$ cat src/rtl/input_conditioner_pkg.sv
// Shared defaults and elaboration-time helpers for the input conditioner.
// Channel outputs are bundled so the top can fan them out per bit.
package input_conditioner_pkg;

    localparam int DEF_N_CH          = 32'sd4;
    localparam int DEF_SYNC_STAGES   = 32'sd2;
    localparam int DEF_DB_CYCLES     = 32'sd16;
    localparam int DEF_REPEAT_DELAY  = 32'sd8;
    localparam int DEF_REPEAT_PERIOD = 32'sd3;

    typedef struct packed {
        logic level;
        logic rise;
        logic fall;
        logic press;
    } ch_out_t;

    // Bits needed to hold 0..value-1, never less than one bit.
    function automatic int clog2_min1(input int value);
        int w;
        w = 32'sd1;
        for (int i = 32'sd1; i < 32'sd31; i++) begin
            if ((32'sd1 << i) < value) begin
                w = i + 32'sd1;
            end
        end
        return w;
    endfunction

    function automatic int max_int(input int a, input int b);
        return (a > b) ? a : b;
    endfunction

endpackage

$ cat src/rtl/input_conditioner_ch.sv
// One conditioned input: polarity, synchroniser, tick-gated debounce,
// registered edge pulses and optional auto-repeat on the press output.
module input_conditioner_ch
    import input_conditioner_pkg::*;
#(
    parameter int   SYNC_STAGES   = DEF_SYNC_STAGES,
    parameter int   DB_CYCLES     = DEF_DB_CYCLES,
    parameter int   REPEAT_DELAY  = DEF_REPEAT_DELAY,
    parameter int   REPEAT_PERIOD = DEF_REPEAT_PERIOD,
    parameter logic INVERT        = 1'b0,
    parameter logic REPEAT_EN     = 1'b0
) (
    input  logic    clk,
    input  logic    reset,
    input  logic    raw,
    input  logic    tick,
    output ch_out_t ch_out
);

    localparam int DB_W  = clog2_min1(DB_CYCLES);
    localparam int RPT_W = clog2_min1(max_int(REPEAT_DELAY, REPEAT_PERIOD));
    localparam logic [DB_W-1:0]  DB_LAST     = DB_W'(DB_CYCLES - 32'sd1);
    localparam logic [RPT_W-1:0] DELAY_LAST  = RPT_W'(REPEAT_DELAY - 32'sd1);
    localparam logic [RPT_W-1:0] PERIOD_LAST = RPT_W'(REPEAT_PERIOD - 32'sd1);

    logic [SYNC_STAGES-1:0] sync_r;
    logic                   d_s;
    logic                   s_s;
    logic                   level_r, rise_r, fall_r, press_r;
    logic [DB_W-1:0]        db_cnt_r, db_cnt_nxt_s;
    logic                   level_nxt_s, lvl_chg_s, rise_s, fall_s;
    logic [RPT_W-1:0]       rpt_cnt_r, rpt_cnt_nxt_s, rpt_last_s;
    logic                   first_r, first_nxt_s, rpt_fire_s, press_s;

    assign d_s = raw ^ INVERT;
    assign s_s = sync_r[SYNC_STAGES-1];

    // Synchroniser shift chain for the asynchronous pin.
    always_ff @(posedge clk) begin
        if (reset) begin
            sync_r <= '0;
        end else begin
            sync_r <= {sync_r[SYNC_STAGES-2:0], d_s};
        end
    end

    // Debounce: a differing input must survive DB_CYCLES ticks; any bounce restarts.
    always_comb begin
        db_cnt_nxt_s = db_cnt_r;
        level_nxt_s  = level_r;
        lvl_chg_s    = 1'b0;
        if (s_s == level_r) begin
            db_cnt_nxt_s = '0;
        end else if (tick) begin
            if (db_cnt_r == DB_LAST) begin
                level_nxt_s  = s_s;
                db_cnt_nxt_s = '0;
                lvl_chg_s    = 1'b1;
            end else begin
                db_cnt_nxt_s = db_cnt_r + DB_W'(1'b1);
            end
        end else begin
            db_cnt_nxt_s = db_cnt_r;
        end
        rise_s = lvl_chg_s & s_s;
        fall_s = lvl_chg_s & ~s_s;
    end

    // Auto-repeat: long first delay, then the shorter period, only while held.
    always_comb begin
        rpt_cnt_nxt_s = rpt_cnt_r;
        first_nxt_s   = first_r;
        rpt_fire_s    = 1'b0;
        rpt_last_s    = first_r ? DELAY_LAST : PERIOD_LAST;
        if (REPEAT_EN == 1'b0) begin
            rpt_cnt_nxt_s = '0;
            first_nxt_s   = 1'b0;
        end else if (rise_s) begin
            rpt_cnt_nxt_s = '0;
            first_nxt_s   = 1'b1;
        end else if (level_r == 1'b0) begin
            rpt_cnt_nxt_s = '0;
            first_nxt_s   = 1'b0;
        end else if (tick) begin
            if (rpt_cnt_r == rpt_last_s) begin
                rpt_fire_s    = 1'b1;
                rpt_cnt_nxt_s = '0;
                first_nxt_s   = 1'b0;
            end else begin
                rpt_cnt_nxt_s = rpt_cnt_r + RPT_W'(1'b1);
            end
        end else begin
            rpt_cnt_nxt_s = rpt_cnt_r;
        end
        // A repeat coinciding with release would land after level drops; drop it.
        press_s = rise_s | (rpt_fire_s & ~fall_s);
    end

    // State and output registers.
    always_ff @(posedge clk) begin
        if (reset) begin
            level_r   <= 1'b0;
            rise_r    <= 1'b0;
            fall_r    <= 1'b0;
            press_r   <= 1'b0;
            db_cnt_r  <= '0;
            rpt_cnt_r <= '0;
            first_r   <= 1'b0;
        end else begin
            level_r   <= level_nxt_s;
            rise_r    <= rise_s;
            fall_r    <= fall_s;
            press_r   <= press_s;
            db_cnt_r  <= db_cnt_nxt_s;
            rpt_cnt_r <= rpt_cnt_nxt_s;
            first_r   <= first_nxt_s;
        end
    end

    assign ch_out.level = level_r;
    assign ch_out.rise  = rise_r;
    assign ch_out.fall  = fall_r;
    assign ch_out.press = press_r;

endmodule

$ cat src/rtl/input_conditioner.sv
// N-channel push-button/switch front end; each channel is independent and
// takes its polarity and repeat enable from the corresponding mask bit.
module input_conditioner
    import input_conditioner_pkg::*;
#(
    parameter int              N_CH          = DEF_N_CH,
    parameter int              SYNC_STAGES   = DEF_SYNC_STAGES,
    parameter int              DB_CYCLES     = DEF_DB_CYCLES,
    parameter logic [N_CH-1:0] INVERT_MASK   = '0,
    parameter logic [N_CH-1:0] REPEAT_MASK   = '0,
    parameter int              REPEAT_DELAY  = DEF_REPEAT_DELAY,
    parameter int              REPEAT_PERIOD = DEF_REPEAT_PERIOD
) (
    input  logic            clk,
    input  logic            reset,
    input  logic [N_CH-1:0] raw_in,
    input  logic            tick,
    output logic [N_CH-1:0] level,
    output logic [N_CH-1:0] rise,
    output logic [N_CH-1:0] fall,
    output logic [N_CH-1:0] press
);

    ch_out_t ch_out_s [N_CH];

    for (genvar i = 0; i < N_CH; i++) begin : g_ch
        input_conditioner_ch #(
            .SYNC_STAGES   (SYNC_STAGES),
            .DB_CYCLES     (DB_CYCLES),
            .REPEAT_DELAY  (REPEAT_DELAY),
            .REPEAT_PERIOD (REPEAT_PERIOD),
            .INVERT        (INVERT_MASK[i]),
            .REPEAT_EN     (REPEAT_MASK[i])
        ) u_ch (
            .clk    (clk),
            .reset  (reset),
            .raw    (raw_in[i]),
            .tick   (tick),
            .ch_out (ch_out_s[i])
        );

        assign level[i] = ch_out_s[i].level;
        assign rise[i]  = ch_out_s[i].rise;
        assign fall[i]  = ch_out_s[i].fall;
        assign press[i] = ch_out_s[i].press;
    end

endmodule

$ cat config.mk
export PLATFORM = sky130hd
export DESIGN_NAME = input_conditioner
export DESIGN_NICKNAME = d
export VERILOG_FILES = /design/src/rtl/input_conditioner_pkg.sv /design/src/rtl/input_conditioner_ch.sv /design/src/rtl/input_conditioner.sv
export SDC_FILE = /design/constraint.sdc
export NUM_CORES = 1
export LEC_CHECK = 0
export ABC_AREA = 1
export CAP_MARGIN = 20
export CORE_MARGIN = 5
export CORE_UTILIZATION = 57
export CTS_CLUSTER_DIAMETER = 40
export DETAILED_ROUTE_END_ITERATION = 10
export GPL_TIMING_DRIVEN = 0
export PLACE_DENSITY_LB_ADDON = 0.25
export RECOVER_POWER = 100
export SYNTH_ARGS = -nofsm -noshare
export SYNTH_HDL_FRONTEND = slang
export SYNTH_SLANG_ARGS = --single-unit
export TNS_END_PERCENT = 50
$ cat constraint.sdc
create_clock -name clk -period 3.6 [get_ports clk]
set_clock_uncertainty 0.15 [all_clocks]
set_input_delay 0.72 -clock clk [delete_from_list [all_inputs] [get_ports clk]]
set_output_delay 0.72 -clock clk [all_outputs]
set_load 0.005 [all_outputs]
# --- Yosys cells after proc, flatten, opt, wreduce, memory -nomap -nowiden ---
# Cells that the tools add are included.
op_classes:
  addsub: 4
  mul: 0
  n_div: 0
  magnitude_cmp: 0
  eq_ne: 8
  n_shift: 0
  muxes: 16
  bitwise_logic: 16
  n_reduce_logical: 8
ops:
  columns: ["operator", "count"]
  rows:
  - ["$add 4x1->4 const B", 4]
  - ["$eq 4x4->1 const B", 4]
  - ["$mux 4", 4]
  - ["$mux 1", 12]
  - ["$reduce_and 3->1", 4]
  - ["$and 1x1->1", 8]
  - ["$not 1->1", 8]
  - ["$reduce_or 2->1", 4]
  - ["$eq 1x1->1", 4]
totals:
  register_bits: 36
  latch_bits: 0
  ramBits: 0
  rom_bits: 0
  inputBits: 7
  output_inout_bits: 16
  n_memories: 0

# --- Logic depth before layout (Yosys ltp) ---
logic_depth:
  ltp_word: 5
  mapped_depth: 7

# --- Cells and area by module ---
# A second synthesis with hierarchy kept.
unflattened:
  hier_cells: 212
  hier_area_um2: 1621.6
by_module_without_submodules:
  columns: ["mod", "n_inst", "cells_per_inst", "area_each_um2"]
  rows:
  - ["input_conditioner_ch", 4, 53, 405.4]

# --- Worst setup path after synthesis ---
# OpenSTA, ideal clock, no wires.
synth_path:
  kind: "input port to flip-flop"
  from: "input tick"
  to: "register g_ch[0].u_ch.db_cnt_r[2]"
  arrival_ps: 1200
  required_time_ps: 3334
  slack_ps: 2134
  path_stages: 5
  path_buffers: 2
  cell_sequence: "buf_6 -> buf_12 -> nand2_1 -> xor2_1 -> nor2_1"
synth_lines:
  columns: ["item", "line", "text"]
  rows:
  - ["from (decl)", "input_conditioner.sv:17", "input logic tick,"]
  - ["to (signal assigned)", "input_conditioner_ch.sv:114", "db_cnt_r <= db_cnt_nxt_s;"]
  - ["to (decl)", "input_conditioner_ch.sv:30", "logic [DB_W-1:0] db_cnt_r, db_cnt_nxt_s;"]

# --- Worst setup path in the final report ---
layout_path:
  from: "register g_ch[1].u_ch.level_r"
  to: "output level[1]"
layout_lines:
  columns: ["item", "line", "text"]
  rows:
  - ["from (decl)", "input_conditioner_ch.sv:29", "logic level_r, rise_r, fall_r, press_r;"]
  - ["from (signal assigned)", "input_conditioner_ch.sv:110", "level_r <= level_nxt_s;"]
  - ["to (decl)", "input_conditioner.sv:18", "output logic [N_CH-1:0] level,"]
# No word-level cell between the ends.

==> impl_metrics.ini <==
[drt]
vias = 1232
first_pass_iters = 4
wl_per_cell_um = 9.108
viasPerCell = 4.597
drt_iter0_markers = 28
wl_um = 2441
antenna_left = 0
route.detailed.drc = 0

[yosys]
synthTopCellsByArea = dfxtp_1, nand2_1, nor2_1
syn_inst = 210
async_reset_ff_share_pct = 0
yosys_warnings = 0
synth.most_common_cell = nand2_1
netlist.area_leader.share_pct = 43.77
syn-cell-area_um2 = 1647
syn_avg_cell_area_um2 = 7.841
ys.flop_type = dfxtp_1
seq_area_frac_synth_pct = 43.77
yosysTopAreaCell = dfxtp_1
synth_edf_count = 0
synth_nets = 221
synth-seq-cells = 36
ys_types = 21
ys_top_cells_by_count = nand2_1, nor2_1, dfxtp_1, inv_1, buf_4

[global_route]
grt.overflow.total = 0
antenna_found_initial = 0
grt_max_degree = 11
grt_usage_pct = 14.17
grt_first_pass_wirelength_um = 4616
grt_pass1_vias = 1168

[critical_path]
critPathMaxFanout = 4
start_kind = register
path_class = reg -> out
cp-end-kind = output pin
cp.arrival_ps = 1390
required_ps = 2730

[floorplanning]
rows = 19
dieHeight_um = 63.75
io_pins = 23
fp.dieW_um = 63.75
die-area_um2 = 4063
initial_core_util_pct = 59.71
core_area_um2 = 2758

[sta]
rsz0062_at_grt = false
setup_tns_ps = 0
drv_slew = 0
hold_ws_ps = 262.2
setup-violations-final = 0
clock.fmax_mhz = 442.2
fin_crit_ps = 2262
max_slew_margin_pct = 66.81
setup_ws_ps = 1338
hold_violations = 0
max_slew.worst_pin.slew_ps = 495.2
finalCritPeriodShare_pct = 62.82

[power_and_ir_drop]
ir_drop_mv = 0.2672
total_power_mw = 0.6378
p_leak_nw = 0.7842
p_per_area_nw_per_um2 = 336.0

[final_layout]
fill_cells = 250
fin_nets = 248
num_antenna_cells = 0
multiInputGateArea_um2 = 641.9
fin_cells = 268
drive_gt1_share_pct = 15.61
areaGrowthSynthToFinish_pct = 15.27
seq_area_um2 = 720.7

[clock_network]
cts_tree = done
cts_setup_buffers = 0
clock_latency_ps = 330
htree_levels = 2
cts_resized = 0
cts_sinks = 36
cts_buffers = 5
clk_path_buf_depth = 2
clk_pin_slew_ps = 100
cts_hold_buf = 0
cts_root_buffer = clkbuf_4

[outcome]
status = finished, final reports clean

[placed_design]
dp.cells = 261
portBuffers = 20
place_ws_ps = 1762
place_congestion = 0.7677
place_hpwl_um = 1829

[run]
cap_violations = 0

[min_path]
hp-class = reg -> reg
report_power, final:
group | total (mW) | leakage [nW] | switching [mW] | internal, mW
sequential | 0.406 | 0.292 | 0.00312 | 0.403
clock | 0.197 | 0.0281 | 0.125 | 0.0719
combinational | 0.0346 | 0.464 | 0.0189 | 0.0157
final timing paths:
| check | cells after the start | start | slack, ps | endpoint |
|---|---|---|---|---|
| setup reg to reg | 6 | g_ch[0].u_ch.db_cnt_r[0] | 2280 | g_ch[0].u_ch.level_r |
| setup / recovery | 2 | g_ch[1].u_ch.level_r | 1340 | level[1] |
| hold reg to reg | 2 | g_ch[0].u_ch.sync_r[0] | 260 | g_ch[0].u_ch.sync_r[1] |
| hold / removal | 2 | g_ch[0].u_ch.sync_r[0] | 260 | g_ch[0].u_ch.sync_r[1] |
per-layer routing:
layer	wire length (µm)	share of wire [%]	global-route usage, %	up-vias
met3	148	6.1	5.429	6
met2	1096	45	23.98	20
met4	49	2.0	6.234	0
li1	-	-	-	671
met5	0	0	0	-
met1	1146	47	15.75	535
through the flow:
stage | util (%) | instance area (µm²)
after floorplan | - | 1647
after global placement | 68.38 | 1886
after detailed placement | 68.38 | 1886
after CTS | 70.05 | 1932
after global routing | 68.83 | 1898
final | 68.83 | 1898
worst max-delay path, stage by stage (launching register included):
cell and delay, ps:
dfxtp_1 390, buf_4 120, dlygate4sd3_1 550
flip-flops by register name (all words and copies together), names as in the netlist:
signal              count
g_ch.u_ch.db_cnt_r     16
g_ch.u_ch.sync_r        8
g_ch.u_ch.fall_r        4
g_ch.u_ch.rise_r        4
g_ch.u_ch.level_r       4
layout make-up:
cell class | instances | share of cell area, %
buffer | 20 | 8.767
clock buffer | 6 | 2.175
clock inverter | 1 | 0.2637
inverter | 22 | 4.417
multi-input combinational | 132 | 33.82
sequential | 36 | 37.97
tap | 31 | 2.044
timing repair buffer | 20 | 10.55
cells in the final DEF, fill, tap and decap left out, types with 3 or more instances in the layout:
cell type,Yosys,layout
a21oi_1,4,4
nand2_2,3,3
buf_4,16,14
dlygate4sd3_1,0,16
nor2_1,44,48
nand2_1,52,52
ha_1,4,4
xor2_1,4,4
dfxtp_1,36,36
clkbuf_4,0,7
xnor2_1,4,4
clkdlybuf4s50_1,0,4
inv_1,20,21
o21bai_1,3,3
nand2_4,3,3
kinds of logic (layout without fill, tap and decap cells):
kind of cell	after synthesis	after routing	synth area share, %
simple gates	110	110	28.57
buf+inv	42	69	16.03
flops	36	36	43.77
compound gates	10	10	4.331
xor+xnor	8	8	4.255
fa+ha+maj	4	4	3.040
No activity file was read; power rests on OpenSTA's default activity.
